$ cat config.mk
export PLATFORM = sky130hd
export DESIGN_NAME = wide_add_seq
export DESIGN_NICKNAME = d
export VERILOG_FILES = /design/src/rtl/wide_add_pkg.sv /design/src/rtl/add_slice.sv /design/src/rtl/wide_add_seq.sv
export SDC_FILE = /design/constraint.sdc
export NUM_CORES = 1
export LEC_CHECK = 0
export ABC_AREA = 1
export CAP_MARGIN = 0
export CORE_UTILIZATION = 46
export DETAILED_ROUTE_END_ITERATION = 6
export GPL_TIMING_DRIVEN = 0
export PLACE_DENSITY = 0.76
export SYNTH_ARGS = -nofsm -noshare
export SYNTH_HDL_FRONTEND = slang
export SYNTH_SLANG_ARGS = --single-unit
$ cat constraint.sdc
create_clock -name clk -period 2.7 [get_ports clk]
set_input_delay 0.54 -clock clk [delete_from_list [all_inputs] [get_ports clk]]
set_output_delay 0.54 -clock clk [all_outputs]
set_load 0.03 [all_outputs]
$ cat src/rtl/wide_add_pkg.sv
// Shared definitions for the slice-serial wide adder.
// Provides the FSM state encoding, the default slice width and a helper
// that sizes the slice index register.
package wide_add_pkg;

    // Default adder slice width in bits.
    localparam int unsigned DEFAULT_SLICE = 8;

    // Sequencer states.
    typedef enum logic [1:0] {
        ST_IDLE = 2'd0,
        ST_CALC = 2'd1,
        ST_DONE = 2'd2
    } state_t;

    // Index register width; keeps at least one bit when there is a single slice.
    function automatic int unsigned idx_width(input int unsigned nslice);
        return (nslice > 1) ? $clog2(nslice) : 1;
    endfunction

endpackage

$ cat src/rtl/add_slice.sv
// Purely combinational SLICE-bit adder with carry-in and carry-out.
// Ports:
//   i_a, i_b   : W-bit addends
//   i_cin      : carry-in
//   o_sum_c    : W-bit sum (combinational)
//   o_cout_c   : carry-out (combinational)
module add_slice #(
    parameter int unsigned W = 8
) (
    input  logic [W-1:0] i_a,
    input  logic [W-1:0] i_b,
    input  logic         i_cin,
    output logic [W-1:0] o_sum_c,
    output logic         o_cout_c
);

    // One extra bit captures the carry out of the slice.
    logic [W:0] w_full;

    assign w_full   = {1'b0, i_a} + {1'b0, i_b} + {{W{1'b0}}, i_cin};
    assign o_sum_c  = w_full[W-1:0];
    assign o_cout_c = w_full[W];

endmodule

$ cat src/rtl/wide_add_seq.sv
// Sequential wide adder/subtractor: processes one SLICE-bit slice per cycle,
// LSB slice first, through a single shared add_slice instance.
// Ports:
//   clk, rst            : clock, synchronous active-high reset
//   in_valid, in_ready  : request handshake (in_ready high only in IDLE)
//   a, b, cin, op       : operands, carry-in (add only), 0=add 1=subtract
//   out_valid, out_ready: result handshake (out_valid high only in DONE)
//   sum, cout, ovf      : result, carry-out (1 = no borrow on subtract),
//                         signed overflow
module wide_add_seq
    import wide_add_pkg::*;
#(
    parameter int unsigned WIDTH = 32,
    parameter int unsigned SLICE = DEFAULT_SLICE
) (
    input  logic             clk,
    input  logic             rst,
    input  logic             in_valid,
    output logic             in_ready,
    input  logic [WIDTH-1:0] a,
    input  logic [WIDTH-1:0] b,
    input  logic             cin,
    input  logic             op,
    output logic             out_valid,
    input  logic             out_ready,
    output logic [WIDTH-1:0] sum,
    output logic             cout,
    output logic             ovf
);

    localparam int unsigned NSLICE = WIDTH / SLICE;
    localparam int unsigned IDX_W  = idx_width(NSLICE);

    state_t             r_state;
    logic [WIDTH-1:0]   r_a;
    logic [WIDTH-1:0]   r_b;
    logic [WIDTH-1:0]   r_sum;
    logic               r_carry;
    logic               r_cout;
    logic               r_ovf;
    logic               r_in_ready;
    logic               r_out_valid;
    logic [IDX_W-1:0]   r_idx;

    logic [SLICE-1:0]   w_a_slice;
    logic [SLICE-1:0]   w_b_slice;
    logic [SLICE-1:0]   w_slice_sum;
    logic               w_slice_cout;
    logic               w_last;

    // Select the slice currently being processed.
    assign w_a_slice = r_a[32'(r_idx) * SLICE +: SLICE];
    assign w_b_slice = r_b[32'(r_idx) * SLICE +: SLICE];
    assign w_last    = (r_idx == IDX_W'(NSLICE - 1));

    add_slice #(
        .W        (SLICE)
    ) u_add_slice (
        .i_a      (w_a_slice),
        .i_b      (w_b_slice),
        .i_cin    (r_carry),
        .o_sum_c  (w_slice_sum),
        .o_cout_c (w_slice_cout)
    );

    // Sequencer and all result/handshake registers.
    always_ff @(posedge clk) begin
        if (rst) begin
            r_state     <= ST_IDLE;
            r_a         <= '0;
            r_b         <= '0;
            r_sum       <= '0;
            r_carry     <= 1'b0;
            r_cout      <= 1'b0;
            r_ovf       <= 1'b0;
            r_idx       <= '0;
            r_in_ready  <= 1'b1;
            r_out_valid <= 1'b0;
        end else begin
            case (r_state)
                ST_IDLE: begin
                    if (in_valid) begin
                        // Subtract is a + ~b + 1, so op is folded into B and the carry.
                        r_a        <= a;
                        r_b        <= op ? ~b : b;
                        r_carry    <= op ? 1'b1 : cin;
                        r_idx      <= '0;
                        r_in_ready <= 1'b0;
                        r_state    <= ST_CALC;
                    end
                end

                ST_CALC: begin
                    r_sum[32'(r_idx) * SLICE +: SLICE] <= w_slice_sum;
                    r_carry <= w_slice_cout;
                    r_idx   <= r_idx + IDX_W'(1);
                    if (w_last) begin
                        // Overflow uses the (possibly inverted) registered B.
                        r_cout      <= w_slice_cout;
                        r_ovf       <= (r_a[WIDTH-1] == r_b[WIDTH-1]) &&
                                       (w_slice_sum[SLICE-1] != r_a[WIDTH-1]);
                        r_out_valid <= 1'b1;
                        r_state     <= ST_DONE;
                    end
                end

                ST_DONE: begin
                    // Request path stays closed on the exit cycle.
                    if (out_ready) begin
                        r_out_valid <= 1'b0;
                        r_in_ready  <= 1'b1;
                        r_state     <= ST_IDLE;
                    end
                end

                default: begin
                    r_state <= ST_IDLE;
                end
            endcase
        end
    end

    assign in_ready  = r_in_ready;
    assign out_valid = r_out_valid;
    assign sum       = r_sum;
    assign cout      = r_cout;
    assign ovf       = r_ovf;

endmodule
==> qor.txt <==
CP Data Arrival Time - 2870 ps
Mapped Avg Cell Area - 7.65 µm²
Layout cells sized above 1 - 9.08%
Synth area leader - dfxtp_1
PwrDens - 572 nW/µm²
Top-area cell type share of the netlist area - 43.1%
FF+latch count, synth - 105
Largest net degree at the start of global routing - 17
Reg2Reg Depth - 11
Max-Cap Viols - 0
Number of buffers added on ports - 103
Synth top area cells - dfxtp_1, nor2_1, o21ai_0, nand2_1, xnor2_1
Final period util - 95.1%
First-pass GRT wire length - 21300 µm
Post-Route Skew - 18.2 ps
Syn Inst Count - 638
Setup violations, final - 0
IO Count - 106
Synth cell count leaders - nor2_1, dfxtp_1, nand2_1
Residual DRC count - 0
Worst-path clk slew - 100 ps
Post-CTS Hold Buffers - 0
Leakage - 2.43 nW
Die Y - 105 µm
Vias in the first global route - 4463
Initial core utilization - 47.3%
Initial DRC Count - 244
Placed wire-length estimate - 10200 µm
Num CTS Buffers - 9
Total number of vias - 4673
TritonCTS clock tree - yes
Root buffer cell - clkbuf_8
H-tree Lvls - 3
Final Cell Area - 6420 µm²
Worst IR Drop VDD - 0.352 mV
Post-synth ARST share - 0%
Clk Latency, worst-skew pair - 370 ps
Sequential share of the synthesized area - 43.1%
FMAX - 390 MHz
Die area - 11000 µm²
Total gr overflow - 0
TritonRoute pass-1 iters - 5
Crit. End Element - flop
Crit path max fanout - 10
Ys flop type - dfxtp_1
Diode count - 0
WL final - 13000 µm
Slew headroom - 65.9%
CP Data Required Time - 3000 ps
Slack of the critical path - 133 ps
CP Launch Type - flop
Most common cell in the synthesized netlist - nor2_1
Post-Syn Area - 4880 µm²
Status - completed
RePlAce Congestion - 0.883
Routed len/inst - 14.5 µm
Initial antenna violation count - 0
Core Area - 10300 µm²
Syn_nets - 723
Vias per cell - 5.22
Max Buffers Root-to-Sink - 2
Rows - 37
# nets final - 840
Die span in x - 105 µm
Antenna viol nets, final - 0
Total track usage - 24.3%
Min-delay worst type - flop to flop
Placed inst area - 6080 µm²
WS Path Type - flop to flop
Minimum clock period - 2570 ps
Clock tree sinks - 105
Final hold violation count - 0
Hold Worst Slack - 471 ps
Place WS - -451 ps
EDFF count, synth - 0
Pins Over Slew Limit - 0
Layout area overhead - 31.5%
Synth cell types - 30
Hold Crit Depth - 2
Worst-Margin Slew - 508 ps
Yosys synthesis warning count - 0
[per-layer routing]
metal / track usage (%) / wire [µm] / up-vias
met2: 41.9 / 6130 / 142
met3: 3.24 / 559 / 19
met4: 7.24 / 217 / 0
met5: 0 / 0 / -
met1: 31.5 / 6050 / 2148
li1: - / - / 2364
[power breakdown]
group          total [W]  switching, W  internal [W]
logic           0.000969      0.000573      0.000396
registers        0.00172     0.0000721       0.00165
clock network   0.000979      0.000523      0.000455
total            0.00367       0.00117       0.00250
[final timing paths]
kind | startpoint | slack (ps) | endpoint
max reg2reg | r_idx[0] | 130 | sum[10]
min | sum[28] | 470 | sum[28]
min reg2reg | sum[28] | 470 | sum[28]
max | r_idx[0] | 130 | sum[10]
[layout make-up]
| class | count | area, µm² |
|---|---|---|
| plain buffers | 40 | 220 |
| clock buffers | 12 | 145 |
| flip-flops and latches | 105 | 2110 |
| multi-input cells | 469 | 2580 |
| fillers | 946 | 3910 |
| clock inverters | 4 | 52.6 |
| well taps | 136 | 170 |
| inverters | 24 | 90.1 |
| repair buffers | 106 | 1050 |
[metrics by stage]
step	std cells	util (%)	TNS (ps)	total power, W
2_1_floorplan	638	-	0	0.00233
3_3_place_gp	877	58.9	-5290	0.00265
3_5_place_dp	877	58.9	-5960	0.00267
4_1_cts	893	61.3	0	0.00364
5_1_grt	896	62.2	-47.2	0.00385
6_report	896	62.2	0	0.00367
[logic make-up (layout without fill, tap and decap cells)]
group,count (synthesis),after routing,share of synthesized area (%)
XOR/XNOR,35,35,6.28
buffers and inverters,64,186,5.54
AO/OA/AOI/OAI,157,157,18.6
flip-flops,105,105,43.1
adder cells (fa/ha/maj),15,15,4.15
AND/OR/NAND/NOR,262,262,22.4
[flip-flops by register name, summed over array words and instances (netlist names)]
name / flops
cout: 1
in_ready: 1
out_valid: 1
ovf: 1
r_a: 32
r_b: 32
r_carry: 1
r_idx: 2
r_state: 2
sum: 32
[timing repair]
action / CTS / global route
resized for setup: 21 / 30
pin swaps: 0 / 4
setup buffers: 0 / 3
setup endpoints to repair: 30 / 19
[cell usage in the layout (no fill, tap or decap), types with 3 or more instances in the layout]
cell	instances
buf_2	13
buf_4	9
clkinvlp_4	3
clkdlybuf4s50_1	103
clkbuf_8	11
nor2_1	144
a21oi_1	34
o21ai_0	63
nand2_2	3
nand4_1	7
inv_2	3
a22oi_1	4
nand3_1	15
a211oi_1	33
clkbuf_1	16
nand3_2	3
xnor2_1	33
ha_1	13
inv_1	21
nand2_1	79
dfxtp_1	103
nor2_4	5
o22ai_1	14
[worst max-delay path, stage by stage, from the launching register on]
cell and delay, ps:
dfxtp_4 370, buf_6 140, clkbuf_8 170, nor2_4 120
o22ai_4 90, fa_2 410, fa_2 380, xor2_1 380
nand2_1 90, nor2_1 160, a22oi_1 80, nor2_1 100
(Power assumes the default switching activity.)
